`config.mk`:
```
export PLATFORM = sky130hd
export DESIGN_NAME = double_mult_scheduler
export DESIGN_NICKNAME = d
export VERILOG_FILES = /design/src/rtl/dmul_sched_pkg.sv /design/src/rtl/rr_arbiter.sv /design/src/rtl/double_mult_scheduler.sv
export SDC_FILE = /design/constraint.sdc
export NUM_CORES = 1
export LEC_CHECK = 0
export ABC_AREA = 1
export ABC_CLOCK_PERIOD_IN_PS = 3800
export BUFFER_PORTS_ARGS = -buffer_cell sky130_fd_sc_hd__buf_2
export CAP_MARGIN = 0
export CORE_AREA = 5 5 201 203
export DETAILED_ROUTE_END_ITERATION = 8
export DIE_AREA = 0 0 206 208
export HOLD_SLACK_MARGIN = 0.05
export PLACE_DENSITY = 0.59
export SLEW_MARGIN = 15
export SYNTH_ARGS = -nofsm -noshare
export SYNTH_HDL_FRONTEND = slang
export SYNTH_SLANG_ARGS = --single-unit
```
`constraint.sdc`:
```
create_clock -name clk -period 3.8 [get_ports clk]
set_input_delay 0.95 -clock clk [delete_from_list [all_inputs] [get_ports clk]]
set_output_delay 0.95 -clock clk [all_outputs]
set_load 0.03 [all_outputs]
```
`src/rtl/dmul_sched_pkg.sv`:
```
// Shared types for the double multiplier scheduler: data width and FSM state encoding.
package dmul_sched_pkg;

   localparam int DW = 64;

   typedef enum logic [1:0] {
      S_IDLE    = 2'd0,
      S_SEND    = 2'd1,
      S_WAIT_Z  = 2'd2,
      S_DELIVER = 2'd3
   } state_t;

endpackage

```
`src/rtl/rr_arbiter.sv`:
```
// Round-robin grant: first set request at or after ptr, wrapping.
// Latency: purely combinational.
// Backpressure: none; the caller decides when the grant is consumed.
module rr_arbiter #(
   parameter int NUM_REQ = 2,
   parameter int IDX_W   = 1
) (
   input  logic [NUM_REQ-1:0] req,
   input  logic [IDX_W-1:0]   ptr,
   output logic               gnt_vld,
   output logic [IDX_W-1:0]   gnt_idx,
   output logic [NUM_REQ-1:0] gnt_oh
);

   function automatic logic [IDX_W-1:0] wrap_idx(input logic [IDX_W-1:0] base, input int k);
      return IDX_W'((int'(base) + k) % NUM_REQ);
   endfunction

   logic [IDX_W-1:0] cand;

   // Walk the offsets from farthest to nearest so the nearest hit is the one that sticks.
   always_comb begin
      gnt_vld = 1'b0;
      gnt_idx = '0;
      gnt_oh  = '0;
      cand    = '0;
      for (int k = NUM_REQ - 1; k >= 0; k--) begin
         cand = wrap_idx(ptr, k);
         if (req[cand]) begin
            gnt_vld      = 1'b1;
            gnt_idx      = cand;
            gnt_oh       = '0;
            gnt_oh[cand] = 1'b1;
         end
      end
   end

endmodule

```
`src/rtl/double_mult_scheduler.sv`:
```
// Shares one stb/ack double multiplier between NUM_REQ requesters with round-robin grant.
// Latency: grant -> mul stb next cycle; mul_z transfer -> res_stb next cycle.
// Backpressure: one op in flight; others wait unacked until the owner takes its product.
module double_mult_scheduler
   import dmul_sched_pkg::*;
#(
   parameter int NUM_REQ = 2,
   parameter int IDX_W   = (NUM_REQ > 1) ? $clog2(NUM_REQ) : 1
) (
   input  logic                  clk,
   input  logic                  rst,
   input  logic [NUM_REQ-1:0]    req_stb,
   input  logic [DW*NUM_REQ-1:0] req_a,
   input  logic [DW*NUM_REQ-1:0] req_b,
   output logic [NUM_REQ-1:0]    req_ack,
   output logic [DW-1:0]         res_z,
   output logic [NUM_REQ-1:0]    res_stb,
   input  logic [NUM_REQ-1:0]    res_ack,
   output logic [DW-1:0]         mul_a,
   output logic                  mul_a_stb,
   input  logic                  mul_a_ack,
   output logic [DW-1:0]         mul_b,
   output logic                  mul_b_stb,
   input  logic                  mul_b_ack,
   input  logic [DW-1:0]         mul_z,
   input  logic                  mul_z_stb,
   output logic                  mul_z_ack,
   output logic                  busy
);

   state_t               state;
   logic [IDX_W-1:0]     rr_ptr;
   logic [IDX_W-1:0]     g;
   logic                 gnt_vld;
   logic [IDX_W-1:0]     gnt_idx;
   logic [NUM_REQ-1:0]   gnt_oh;
   logic [NUM_REQ-1:0]   g_oh;
   logic [DW-1:0]        sel_a;
   logic [DW-1:0]        sel_b;
   logic                 a_left;
   logic                 b_left;
   logic                 owner_ack;

   rr_arbiter #(
      .NUM_REQ (NUM_REQ),
      .IDX_W   (IDX_W)
   ) u_arb (
      .req     (req_stb),
      .ptr     (rr_ptr),
      .gnt_vld (gnt_vld),
      .gnt_idx (gnt_idx),
      .gnt_oh  (gnt_oh)
   );

   always_comb begin
      sel_a = '0;
      sel_b = '0;
      g_oh  = '0;
      for (int i = 0; i < NUM_REQ; i++) begin
         if (gnt_idx == IDX_W'(i)) begin
            sel_a = req_a[i*DW +: DW];
            sel_b = req_b[i*DW +: DW];
         end
         g_oh[i] = (g == IDX_W'(i));
      end
   end

   // A strobe is still outstanding unless the core takes it on this edge.
   assign a_left    = mul_a_stb && !mul_a_ack;
   assign b_left    = mul_b_stb && !mul_b_ack;
   assign owner_ack = |(res_ack & g_oh);
   assign busy      = (state != S_IDLE);

   always_ff @(posedge clk) begin
      if (rst) begin
         state     <= S_IDLE;
         rr_ptr    <= '0;
         g         <= '0;
         req_ack   <= '0;
         res_stb   <= '0;
         res_z     <= '0;
         mul_a     <= '0;
         mul_b     <= '0;
         mul_a_stb <= 1'b0;
         mul_b_stb <= 1'b0;
         mul_z_ack <= 1'b0;
      end else begin
         req_ack <= '0;
         case (state)
            S_IDLE: begin
               if (gnt_vld) begin
                  mul_a     <= sel_a;
                  mul_b     <= sel_b;
                  mul_a_stb <= 1'b1;
                  mul_b_stb <= 1'b1;
                  req_ack   <= gnt_oh;
                  g         <= gnt_idx;
                  state     <= S_SEND;
               end
            end
            S_SEND: begin
               mul_a_stb <= a_left;
               mul_b_stb <= b_left;
               if (!a_left && !b_left) begin
                  mul_z_ack <= 1'b1;
                  state     <= S_WAIT_Z;
               end
            end
            S_WAIT_Z: begin
               if (mul_z_stb && mul_z_ack) begin
                  res_z     <= mul_z;
                  mul_z_ack <= 1'b0;
                  res_stb   <= g_oh;
                  state     <= S_DELIVER;
               end
            end
            S_DELIVER: begin
               if (owner_ack) begin
                  res_stb <= '0;
                  rr_ptr  <= (g == IDX_W'(NUM_REQ - 1)) ? '0 : g + IDX_W'(1);
                  state   <= S_IDLE;
               end
            end
            default: state <= S_IDLE;
         endcase
      end
   end

endmodule

```
==> metrics.txt, run 1 <==
status=finished clean; Slew headroom=0.305; placed insts=2302; port buffer count=between 500 and 600; row cnt=72; Inserted Clock Buffers=24; launch point of the worst hold path=res_z[12]; Seq cells post-synth=just over 200; Starting Density=0.228; Sw Pwr=around 3 mW; die area=42800 um^2; Synth Area in Compound Gates=0.0429; reg-to-reg startpoint=state[0]; Final Wtd Congestion=0.806; R2R Path End=res_stb[1]; CP Max Fanout=5; clock-pin slew on the worst setup and hold paths=~0.060 ns; Layout Nets=roughly 2100; mux cell area share after synthesis=0; maxcap violations=0; post-route insts no fill=~2300; Avg WL per Cell=13.7 um; vias in the first global route=between 9000 and 10000; Worst R2R Setup Slack=1.70 ns; Total Wirelength=32.2 mm; dpl ws=around 1.3 ns; DR pass1 iterations=5; Multi-input gate area=4200 um^2; Seq pwr share=0.349; RSZ-0062 raised after global routing=false; Longest Clk Path Bufs=3; Final ANT Viol Nets=0; share of cells above drive strength 1=0.319; critical path data required time=2.85 ns; Post-CTS Setup Bufs=0; hold buffers post-CTS=0; Final setup viols=0; CTS Sinks=between 200 and 250; Hold Path Class=reg2reg; Syn. warnings=0; Worst EP arrival=about 1.6 ns; final hold violation count=0; Max IR drop VDD=0.297 mV; setup ws final=1.29 ns; Final min period=2.51 ns; Startpoint Class=flip-flop; Max Clock Skew=0.0131 ns; combinational power share=0.343; total power=7.85 mW; drt drc=0; hold path depth=2; Int Power=roughly 4.8 mW; syn_area_per_cell=6.53 um^2; share of the yosys chip area belonging to registers=0.465; Mapped Nets=1671; area share of fa/ha/maj cells after synthesis=0.00572; # diodes=0; post-cts resize count=0; total grt overflow=0; CTS tree=built; die height=208 um; hold endpoint=res_z[12]; dpl hpwl=24.2 mm; Simple-Gate Fraction of Synth Area=0.429; all-layer global routing usage=0.137; root buf cell=clkbuf_16; WS Path Type=reg2out; largest family of logic cells by synthesized area=simple AND/OR/NAND/NOR gates; core box area=~38000 um^2; clock latency on the worst-skew pair=approximately 0.52 ns; Clock power frac=0.308; critical path launch point=state[0]; vias post-DR=~10000; crit end category=primary output; die width=roughly 200 um; initial antenna violation count=6; H-tree depth=1; xor/xnor cell area share of the yosys netlist=0; R2R depth=8; I/O pin count=529; P_leak=7.02 nW; Cell variety after synth=19; fill cell total of the finished layout=4215; worst-margin pin slew=1.04 ns; first-pass GRT wire length=49.1 mm; Net Sw Frac=0.387; pin count of the biggest net entering global routing=134; Cells after Synth=1338; final slew viol count=0; pwr dens=slightly above 600 nW/um^2; Vias/cell=4.26; Setup TNS=0 ns; register area=4060 um^2; Synth Cell Area=8740 um^2; Final Cycle Share=0.662; Detailed Route Iter0 Violations=621; Max Clock Freq=approximately 400 MHz; Area Growth Syn to Fin=44.2%
area by class of cell:
| type | count | share of cell area |
|---|---|---|
| Sequential cell | 203 | 0.322 |
| Multi-Input combinational cell | 1029 | 0.333 |
| Clock inverter | 7 | 0.00943 |
| Tap cell | 518 | 0.0514 |
| Timing Repair Buffer | 537 | 0.221 |
| Inverter | 15 | 0.00486 |
| Clock buffer | 36 | 0.0577 |
cell usage in the layout (no fill, tap or decap):
master      Yosys  final
inv_1          13     12
nand3_1       137    136
ha_1            4      4
clkbuf_8        0      6
dfxtp_1       203    203
nand2_4         0      1
inv_6           0      1
bufinv_16       0      3
clkinv_2        0      1
clkbuf_1       26      5
or2_2           1      1
nor2_4          0      1
buf_2          46    528
inv_4           0      2
nand4_1         1      1
nand3_2         0      1
o21ai_4         0      1
nor2_1         14     14
nand2_1       794    794
buf_4          13      3
o21ai_0         5      5
buf_12          0      6
nor4_1          1      1
clkbuf_16       0     25
inv_2           2      1
a21oi_1        69     69
clkinvlp_4      0      2
synthesized netlist by cell type (all sizes together):
| library cell | n | area share |
|---|---|---|
| nand2 | 795 | 0.34 |
| buf | 65 | 0.040 |
| o21ai | 6 | 0.0034 |
| inv | 15 | 0.0064 |
| nor4 | 1 | 0.00072 |
| nand3 | 137 | 0.078 |
| ha | 4 | 0.0057 |
| dfxtp | 203 | 0.46 |
| nor2 | 15 | 0.0067 |
| clkbuf | 26 | 0.011 |
| nand4 | 1 | 0.00072 |
| or2 | 1 | 0.00072 |
| a21oi | 69 | 0.039 |
state kept, by name, summed over array words and instances (netlist names):
register and cells:
mul_b_stb 1, mul_b 64, rr_ptr 1, res_stb 2, mul_a_stb 1, g 1, req_ack 2, res_z 64
mul_z_ack 1, state 2, mul_a 64
worst max-delay path by stage:
| stage | end | slack [ns] | depth (start not counted) |
|---|---|---|---|
| finish | busy | 1.29 | 4 |
| global route | busy | 1.18 | 4 |
| CTS | busy | 1.24 | 4 |
| detailed placement | mul_b[43] | 1.34 | 10 |
| global placement | mul_a[51] | 1.34 | 9 |
| floorplan | mul_a[0] | 1.86 | 6 |
cells by family (layout without fill, tap and decap cells):
| logic type | Yosys count | after routing |
|---|---|---|
| AOI/OAI and AO/OA | 75 | 75 |
| adders and majority gates | 4 | 4 |
| buffers and inverters | 106 | 595 |
| DFF | 203 | 203 |
| and+or+nand+nor | 950 | 950 |
stage by stage:
step                      cell area, um^2  hold WS, ns  utilization
after floorplan                      8740        0.476            -
after global placement              11800        0.450        0.307
after detailed placement            11800        0.453        0.307
after CTS                           12600        0.462        0.329
after global routing                12600        0.479        0.329
final                               12600        0.461        0.329
per-layer routing:
metal / share of wire / global-route usage / routed length (um)
met1: 0.40 / 0.164 / 12900
met2: 0.47 / 0.240 / 15200
met5: 0.0019 / 0 / 61
met3: 0.11 / 0.0436 / 3540
met4: 0.016 / 0.0310 / 516
critical path, stage by stage (launching register included):
cell and delay, ns:
dfxtp_1 0.37, inv_1 0.08, ha_1 0.27, inv_1 0.10, buf_2 0.22
power groups by stage:
stage,Sequential [mW],Clock (mW),Combinational [mW]
CTS,2.75,2.50,2.73
global placement,2.77,0,2.72
finish,2.74,2.42,2.69
floorplan,3.53,0,1.07
global route,2.80,2.59,2.95
detailed placement,2.78,0,2.73
Note: power is estimated with default switching activity, not from simulation.
==> inputs of run 2 (changes only) <==
--- a/config.mk
+++ b/config.mk
@@ -6,7 +6,7 @@
 export NUM_CORES = 1
 export LEC_CHECK = 0
 export ABC_AREA = 1
-export ABC_CLOCK_PERIOD_IN_PS = 3800
+export ABC_CLOCK_PERIOD_IN_PS = 2610
 export BUFFER_PORTS_ARGS = -buffer_cell sky130_fd_sc_hd__buf_2
 export CAP_MARGIN = 0
 export CORE_AREA = 5 5 201 203
==> constraint.sdc (replaced) <==
create_clock -name clk -period 2.61 [get_ports clk]
set_input_delay 0.6525 -clock clk [delete_from_list [all_inputs] [get_ports clk]]
set_output_delay 0.6525 -clock clk [all_outputs]
set_load 0.03 [all_outputs]
==> metrics.txt, run 2 (synthesis gave the netlist of run 1 again) <==
status=finished clean; Starting Density=0.228 (unchanged); Max Clock Freq=447 MHz; core box area=38300 um^2 (unchanged); Final ANT Viol Nets=0 (unchanged); Worst path most repeated cell=inv_1; crit path to=busy; total power=11.0 mW (+40%); Detailed Route Iter0 Violations=596 (-4.0%); dpl ws=0.537 ns (-0.806 ns); die width=206 um (unchanged); CTS tree=built; RSZ-0062 raised after global routing=false; CP Cell Sequence=inv_1, ha_1, inv_1, buf_2; Max Clock Skew=0.00589 ns (-0.00716 ns); setup ws final=0.372 ns (-0.913 ns); commonest non-fill, non-tap cell in the layout=nand2_1; Inserted Clock Buffers=23 (-4.2%); DR pass1 iterations=7 (+2); Hold Path Class=in2reg; Longest Clk Path Bufs=3 (unchanged); critical path data required time=1.96 ns (-0.89 ns); pwr dens=874 nW/um^2 (+40%); Worst R2R Setup Slack=0.66 ns (-1.04 ns); Buf+Inv Stages, Crit Path=3 (unchanged); P_leak=7.01 nW (-0.25%); worst-margin pin slew=0.718 ns (-0.324 ns); vias post-DR=10042 (+0.54%); initial antenna violation count=4 (-2); row cnt=72 (unchanged); Max IR drop VDD=0.428 mV (+44%); die height=208 um (unchanged); clock-pin slew on the worst setup and hold paths=0.06 ns (about the same); CTS Sinks=203 (unchanged); Total Wirelength=32.7 mm (+1.6%); vias in the first global route=9559 (+1.4%); Post-Place Cell Area=11800 um^2 (+0.74%); die area=42800 um^2 (unchanged); drt drc=0 (unchanged); Worst path top cell family by delay=buffers and inverters; final core occ=0.328 (-0.00150); Area Growth Syn to Fin=43.5%; Worst path depth=4 (unchanged); reg-to-reg startpoint=state[0]; placed insts=2307 (+0.22%); post-cts resize count=0 (unchanged); register area=4060 um^2 (unchanged); WHS=0.396 ns (-0.0648 ns); Slew headroom=0.522 (+0.216); R2R Path End=res_z[50]; Final Wtd Congestion=0.819 (+1.6%); Final min period=2.24 ns; Vias/cell=4.28 (+0.45%); all-layer global routing usage=0.139 (+0.00163); clock latency on the worst-skew pair=0.50 ns (-0.02 ns); CP max stage cell=dfxtp_1; Final Cycle Share=0.858; Multi-input gate area=4200 um^2 (unchanged); maxcap violations=0 (unchanged); share of cells above drive strength 1=0.319 (about the same); Largest regs=mul_a (64), mul_b (64), res_z (64); Post-CTS Setup Bufs=0 (unchanged); Layout Nets=2147 (+0.19%); design area=12500 um^2 (-0.46%); # diodes=0 (unchanged); port buffer count=528 (unchanged); Worst EP arrival=1.59 ns (+0.03 ns); H-tree depth=1 (unchanged); commonest non-fill, non-tap cells in the layout=794 x nand2_1, 528 x buf_2, 203 x dfxtp_1, 136 x nand3_1, 69 x a21oi_1; Startpoint Class=flip-flop; CP max stage delay=0.39 ns (+0.02 ns); Setup TNS=0 ns (unchanged); CP Max Fanout=5 (unchanged); critical path launch point=state[0]; post-route insts no fill=2347 (+0.085%); Avg WL per Cell=13.9 um (+1.6%); final slew viol count=0 (unchanged); first-pass GRT wire length=49.6 mm (+1.0%); Final setup viols=0 (unchanged); fill cell total of the finished layout=4204 (-0.26%); final hold violation count=0 (unchanged); hold buffers post-CTS=0 (unchanged); I/O pin count=529 (unchanged); R2R depth=6 (-2); total grt overflow=0 (unchanged); WS Path Type=reg2out; pin count of the biggest net entering global routing=90 (-33%); root buf cell=clkbuf_16; crit end category=primary output; dpl hpwl=25.2 mm (+4.0%)
run 2: power by group:
group          switching [mW]  total [mW]  internal, mW
Clock                    1.23        2.98          1.76
Combinational            2.83        3.98          1.15
Sequential              0.318        4.01          3.69
Total                    4.38        11.0          6.59
run 2: worst min path at each step:
stage | startpoint | end | slack, ns | cells past startpoint
after CTS | mul_z[28] | res_z[28] | 0.36 | 3
after global placement | res_z[0] | res_z[0] | 0.45 | 2
final | mul_z[28] | res_z[28] | 0.40 | 3
after floorplan | g | g | 0.48 | 2
after global routing | mul_z[18] | res_z[18] | 0.37 | 3
after detailed placement | res_z[39] | res_z[39] | 0.45 | 2
run 2: area by class of cell:
class,count,area share
sequential,203,0.324
tap,518,0.0517
clock inverter,6,0.00269
timing repair buffer,542,0.229
inverter,15,0.00489
multi-input combinational,1029,0.335
clock buffer,34,0.0531
run 2: metal layers:
metal	vias to the layer above	wire length, um	track usage
met3	48	3340	0.0424
li1	5114	-	-
met5	-	57	0
met2	398	15300	0.239
met1	4474	13300	0.168
met4	8	754	0.0381
run 2: worst register-to-register path, stage by stage, from the launching register on:
cell	delay (ns)
dfxtp_1	0.39
inv_1	0.09
ha_1	0.27
nand3_2	0.30
buf_4	0.52
nand2_1	0.14
a21oi_1	0.17
